### config.mk
export PLATFORM = sky130hd
export DESIGN_NAME = finger_scan_sequencer
export DESIGN_NICKNAME = d
export VERILOG_FILES = /design/src/rtl/finger_scan_sequencer.sv
export SDC_FILE = /design/constraint.sdc
export NUM_CORES = 1
export LEC_CHECK = 0
export BUFFER_PORTS_ARGS = -buffer_cell sky130_fd_sc_hd__buf_2
export CORE_MARGIN = 2
export CORE_UTILIZATION = 66
export CTS_CLUSTER_SIZE = 16
export DETAILED_ROUTE_END_ITERATION = 12
export PLACE_DENSITY_LB_ADDON = 0.25
export SYNTH_ARGS = -nofsm -noshare
export SYNTH_HDL_FRONTEND = slang
export SYNTH_SLANG_ARGS = --single-unit
### constraint.sdc
create_clock -name clk -period 8.1 [get_ports clk]
set_input_delay 1.215 -clock clk [delete_from_list [all_inputs] [get_ports clk]]
set_output_delay 1.215 -clock clk [all_outputs]
set_load 0.02 [all_outputs]
### src/rtl/finger_scan_sequencer.sv
// Finger scan sequencer: splits the band above the palm into five column
// zones, raster-reads each zone and thresholds its foreground pixel count.
module finger_scan_sequencer #(
    parameter int IMAGE_WIDTH  = 160,
    parameter int IMAGE_HEIGHT = 120,
    parameter int FINGER_H     = 32,
    parameter int THRESH       = 64,
    parameter int CNT_W        = 12
) (
    input  logic       clk,
    input  logic       rst,
    input  logic       start,
    input  logic [7:0] start_of_palm_r,
    input  logic [7:0] start_of_palm_c,
    input  logic [7:0] end_of_palm_c,
    output logic       pix_rd,
    output logic [7:0] pix_row,
    output logic [7:0] pix_col,
    input  logic       pix_data,
    output logic       busy,
    output logic       done,
    output logic       thumb_status,
    output logic       index_status,
    output logic       middle_status,
    output logic       ring_status,
    output logic       pinky_status
);

    localparam logic [2:0] IDLE   = 3'd0;
    localparam logic [2:0] SETUP  = 3'd1;
    localparam logic [2:0] SCAN   = 3'd2;
    localparam logic [2:0] DRAIN  = 3'd3;
    localparam logic [2:0] DECIDE = 3'd4;

    localparam logic [7:0]       FH      = 8'(FINGER_H);
    localparam logic [CNT_W-1:0] CNT_MAX = {CNT_W{1'b1}};
    localparam logic [CNT_W-1:0] THR     = CNT_W'(THRESH);

    logic [2:0]       state;
    logic [7:0]       sc;
    logic [7:0]       r0;
    logic [7:0]       r1;
    logic [8:0]       rem;
    logic [7:0]       w;
    logic             bad;
    logic [2:0]       zone;
    logic [7:0]       zb;
    logic [7:0]       row;
    logic [7:0]       col;
    logic             rd_q;
    logic [2:0]       zone_q;
    logic [CNT_W-1:0] cnt [5];
    logic [4:0]       status;
    logic [7:0]       col_last;
    logic             accept;

    assign accept   = (state == IDLE) && start;
    assign col_last = zb + w - 8'd1;

    assign pix_rd  = (state == SCAN);
    assign pix_row = row;
    assign pix_col = col;

    assign thumb_status  = status[0];
    assign index_status  = status[1];
    assign middle_status = status[2];
    assign ring_status   = status[3];
    assign pinky_status  = status[4];

    always_ff @(posedge clk or negedge rst) begin
        if (!rst) begin
            state  <= IDLE;
            sc     <= '0;
            r0     <= '0;
            r1     <= '0;
            rem    <= '0;
            w      <= '0;
            bad    <= 1'b0;
            zone   <= '0;
            zb     <= '0;
            row    <= '0;
            col    <= '0;
            rd_q   <= 1'b0;
            zone_q <= '0;
            status <= '0;
            busy   <= 1'b0;
            done   <= 1'b0;
        end else begin
            done   <= 1'b0;
            rd_q   <= (state == SCAN);
            zone_q <= zone;
            case (state)
                IDLE: begin
                    if (start) begin
                        sc    <= start_of_palm_c;
                        rem   <= {1'b0, end_of_palm_c}
                               - {1'b0, start_of_palm_c} + 9'd1;
                        bad   <= (start_of_palm_r == 8'd0)
                               || (end_of_palm_c < start_of_palm_c);
                        r0    <= (start_of_palm_r >= FH)
                               ? start_of_palm_r - FH : 8'd0;
                        r1    <= start_of_palm_r - 8'd1;
                        w     <= '0;
                        busy  <= 1'b1;
                        state <= SETUP;
                    end
                end
                SETUP: begin
                    if (bad) begin
                        state <= DECIDE;
                    end else if (rem >= 9'd5) begin
                        rem <= rem - 9'd5;
                        w   <= w + 8'd1;
                    end else if (w == 8'd0) begin
                        state <= DECIDE;
                    end else begin
                        zone  <= '0;
                        zb    <= sc;
                        row   <= r0;
                        col   <= sc;
                        state <= SCAN;
                    end
                end
                SCAN: begin
                    // Row/col stop on the final address so they hold afterwards
                    if (col != col_last) begin
                        col <= col + 8'd1;
                    end else if (row != r1) begin
                        row <= row + 8'd1;
                        col <= zb;
                    end else if (zone != 3'd4) begin
                        zone <= zone + 3'd1;
                        zb   <= zb + w;
                        col  <= zb + w;
                        row  <= r0;
                    end else begin
                        state <= DRAIN;
                    end
                end
                DRAIN: begin
                    state <= DECIDE;
                end
                DECIDE: begin
                    for (int i = 0; i < 5; i++) begin
                        status[i] <= (cnt[i] >= THR);
                    end
                    done  <= 1'b1;
                    busy  <= 1'b0;
                    state <= IDLE;
                end
                default: begin
                    state <= IDLE;
                end
            endcase
        end
    end

    // Returned pixel belongs to the zone of the read issued one cycle earlier
    always_ff @(posedge clk or negedge rst) begin
        if (!rst) begin
            for (int i = 0; i < 5; i++) begin
                cnt[i] <= '0;
            end
        end else if (accept) begin
            for (int i = 0; i < 5; i++) begin
                cnt[i] <= '0;
            end
        end else if (rd_q && pix_data) begin
            for (int i = 0; i < 5; i++) begin
                if (zone_q == 3'(i) && cnt[i] != CNT_MAX) begin
                    cnt[i] <= cnt[i] + 1'b1;
                end
            end
        end
    end

endmodule

==> metrics.md <==
| Metric | Value |
|---|---|
| Max Cap Viol | 0 |
| Final core occ | 76.0% |
| Root buf cell | clkbuf_16 |
| Top cell type's share of synthesized area | 41.7% |
| CP max stage delay | 0.57 ns |
| Area occupied by registers | 3580 um2 |
| Layout area overhead | 12.2% |
| Via density | 6.23 |
| Initial antenna violation count | 0 |
| Post-synth ARST share | 100% |
| Inst Count DP | 1144 |
| Final Max Tran Viols | 0 |
| Largest net degree at the start of global routing | 81 |
| Initial DRC count | 689 |
| Non-filler cells, final | 1174 |
| Delay-heaviest family, CP | simple AND/OR/NAND/NOR gates |
| Worst-Skew Late Latency | 0.43 ns |
| Clock transition at path regs | 0.06 ns |
| Fmax | 0.243 GHz |
| Syn_nets | 1028 |
| Largest area contributor in the netlist | dfrtp_1 |
| Buf+Inv Stages, Crit Path | 1 |
| Crit Path Max Fanout | 8 |
| Post-place setup slack | 4.16 ns |
| Area of the die | 13900 um2 |
| Final Power | 0.00342 W |
| Worst EP arrival | 4.42 ns |
| Fin. Hold Viols | 0 |
| Routability cong. | 0.954 |
| Total CTS buffers | 17 |
| Clk buf depth | 2 |
| Tcrit/Tclk final | 50.9% |
| Nets | 1070 |
| HPWL after DPL | 13600 um |
| CTS HTree Levels | 4 |
| Drt first pass iters | 6 |
| Post-route DRC | 0 |
| CP Launch Type | flop |
| Top-Level Pins | 52 |
| Warnings, synthesis | 0 |
| RSZ-0062 raised after global routing | no |
| Setup crit end kind | flop |
| Area occupied by multi-input gates | 4630 um2 |
| Post-synthesis sequential area ratio | 41.7% |
| I/O Buffers | 51 |
| HP Class | reg2reg |
| Gr ovfl total | 0 |
| ANT nets after route | 0 |
| Status | finished clean |
| TNS Setup | 0 ns |
| CP max-delay cell | nor3_2 |
| Synth Flop Type | dfrtp_1 |
| Quantity of gates resized following cts | 0 |
| Avg Cell Area, Syn | 9.04 um2 |
| Slew HR | 17.2% |
| Seq cells post-synth | 143 |
| Rows | 41 |
| Clk_skew | 0.00746 ns |
| Hold_buf cts | 0 |
| Synth cell types | 77 |
| ANT cells | 0 |
| Share of cells above drive strength 1 | 10.7% |
| Clock period minus worst slack | 4.12 ns |
| # setup viols final | 0 |
| Sink count of the clock tree | 143 |
| Vias in the first global route | 7150 |
| P per Cell Area | 355 nW/um2 |
| Crit-path cells | ha_1 -> inv_1 -> fa_1 -> xor2_1 -> nand3_1 -> nand4b_1 -> mux2i_1 -> o21ai_1 -> nor3_2 -> a31oi_2 -> a221oi_1 |
| Vias | 7319 |
| Fill cells | 919 |
| Detailed Route WL | 20200 um |
| TritonCTS clock tree | built |
| Critical path class | reg2reg |
| Cells after synthesis | 949 |
| Die height | 118 um |
| Initial Utilization | 67.7% |
| Core footprint | 12700 um2 |
| Worst-margin pin slew | 1.24 ns |
| Setup WS post-layout | 3.98 ns |
| Number of synthesized flops with an enable pin | 0 |
| First-pass GRT wire length | 34400 um |
| Synth area leaders | dfrtp_1 (42%), ha_1 (6.7%), nor2_1 (4.4%), o21ai_0 (4.2%), xor2_1 (4.1%) |
| Global Route Usage Sum | 30.5% |
| Post-CTS Setup Bufs | 0 |
| Pleak | 4.37 nW |
| Wirelength per Cell | 17.2 um |
| Critical Path RT | 8.40 ns |
| Chip width | 118 um |
| Peak supply drop | 0.000185 V |
| Post-Syn Area | 8580 um2 |
==> cell usage after synthesis, types with 4 or more instances <==
library cell / n
dfrtp_1: 143
nor2_1: 100
o21ai_0: 72
nand2_1: 71
a21oi_1: 68
inv_1: 67
ha_1: 46
xor2_1: 40
xnor2_1: 39
nand3_1: 38
clkbuf_1: 30
or3_1: 27
nand4_1: 25
nor3_1: 16
and3_1: 15
mux2i_1: 13
a31oi_1: 12
o22ai_1: 12
nor4_1: 10
a221oi_1: 7
fa_1: 5
mux2_2: 5
nand2b_1: 5
o21bai_1: 5
a211oi_1: 4
a22o_1: 4
==> final timing paths <==
| check | from | end | slack (ns) | cells past startpoint |
|---|---|---|---|---|
| max | w[0]$_DFFE_PN0P_ | zb[6]$_DFFE_PN0P_ | 3.98 | 11 |
| min | zone[1]$_DFFE_PN0P_ | zone_q[1]$_DFF_PN0_ | 0.46 | 0 |
| max reg2reg | w[0]$_DFFE_PN0P_ | zb[6]$_DFFE_PN0P_ | 3.98 | 11 |
| min reg2reg | zone[1]$_DFFE_PN0P_ | zone_q[1]$_DFF_PN0_ | 0.46 | 0 |
| max in group asynchronous | rst | pix_col[2]$_DFFE_PN0P_ | 5.91 | 2 |
| min in group asynchronous | rst | cnt[20]$_DFFE_PN0P_ | 0.78 | 1 |
==> cell families after synthesis <==
group           after synthesis  share of synthesized area (%)
fa+ha+maj                    51                           7.87
buf+inv                     102                           4.55
xor+xnor                     82                           8.78
simple gates                335                           19.4
flops                       143                           41.7
mux                          18                           2.17
compound gates              218                           15.5
==> placed cells by master (no fill, tap or decap), types with 15 or more instances in the layout <==
master / instances
nor2_1: 100
a21oi_1: 68
nand2_1: 71
clkbuf_16: 17
dfrtp_1: 143
or3_1: 27
nand3_1: 38
o21ai_0: 72
nand4_1: 25
nor3_1: 16
and3_1: 15
buf_2: 50
xor2_1: 40
ha_1: 46
inv_1: 67
xnor2_1: 39
==> area by class of cell <==
class,count,share of cell area (%)
inverters,68,2.65
multi-input cells,704,48.0
flip-flops and latches,143,37.2
clock inverters,11,2.23
clock buffers,19,4.50
repair buffers,57,3.18
well taps,172,2.23
==> per-stage QoR <==
step	instance area, um2	hold WS, ns
2_1_floorplan	8580	0.380
3_3_place_gp	8980	0.425
3_5_place_dp	8980	0.444
4_1_cts	9630	0.452
5_1_grt	9630	0.461
6_report	9630	0.462
==> flip-flops by register name, summed over array words and instances, names as in the netlist, 8 cells and up <==
name     count
cnt         60
pix_col      8
pix_row      8
r0           8
r1           8
rem          9
sc           8
w            8
zb           8
==> metal layers <==
metal  global-route usage (%)  part of all wire, %  up-vias
li1                         -                    -     3438
met1                     41.6                   44     3569
met5                        0                    0        -
met3                     5.33                  6.1       37
met4                     10.2                  1.9        0
met2                     49.5                   48      275
==> power by group <==
| group | internal, W | switching (W) | total, W |
|---|---|---|---|
| clock network | 0.000573 | 0.000301 | 0.000874 |
| registers | 0.000895 | 0.000226 | 0.00112 |
| logic | 0.000550 | 0.000873 | 0.00142 |
| total | 0.00202 | 0.00140 | 0.00342 |
(Power assumes the default switching activity.)
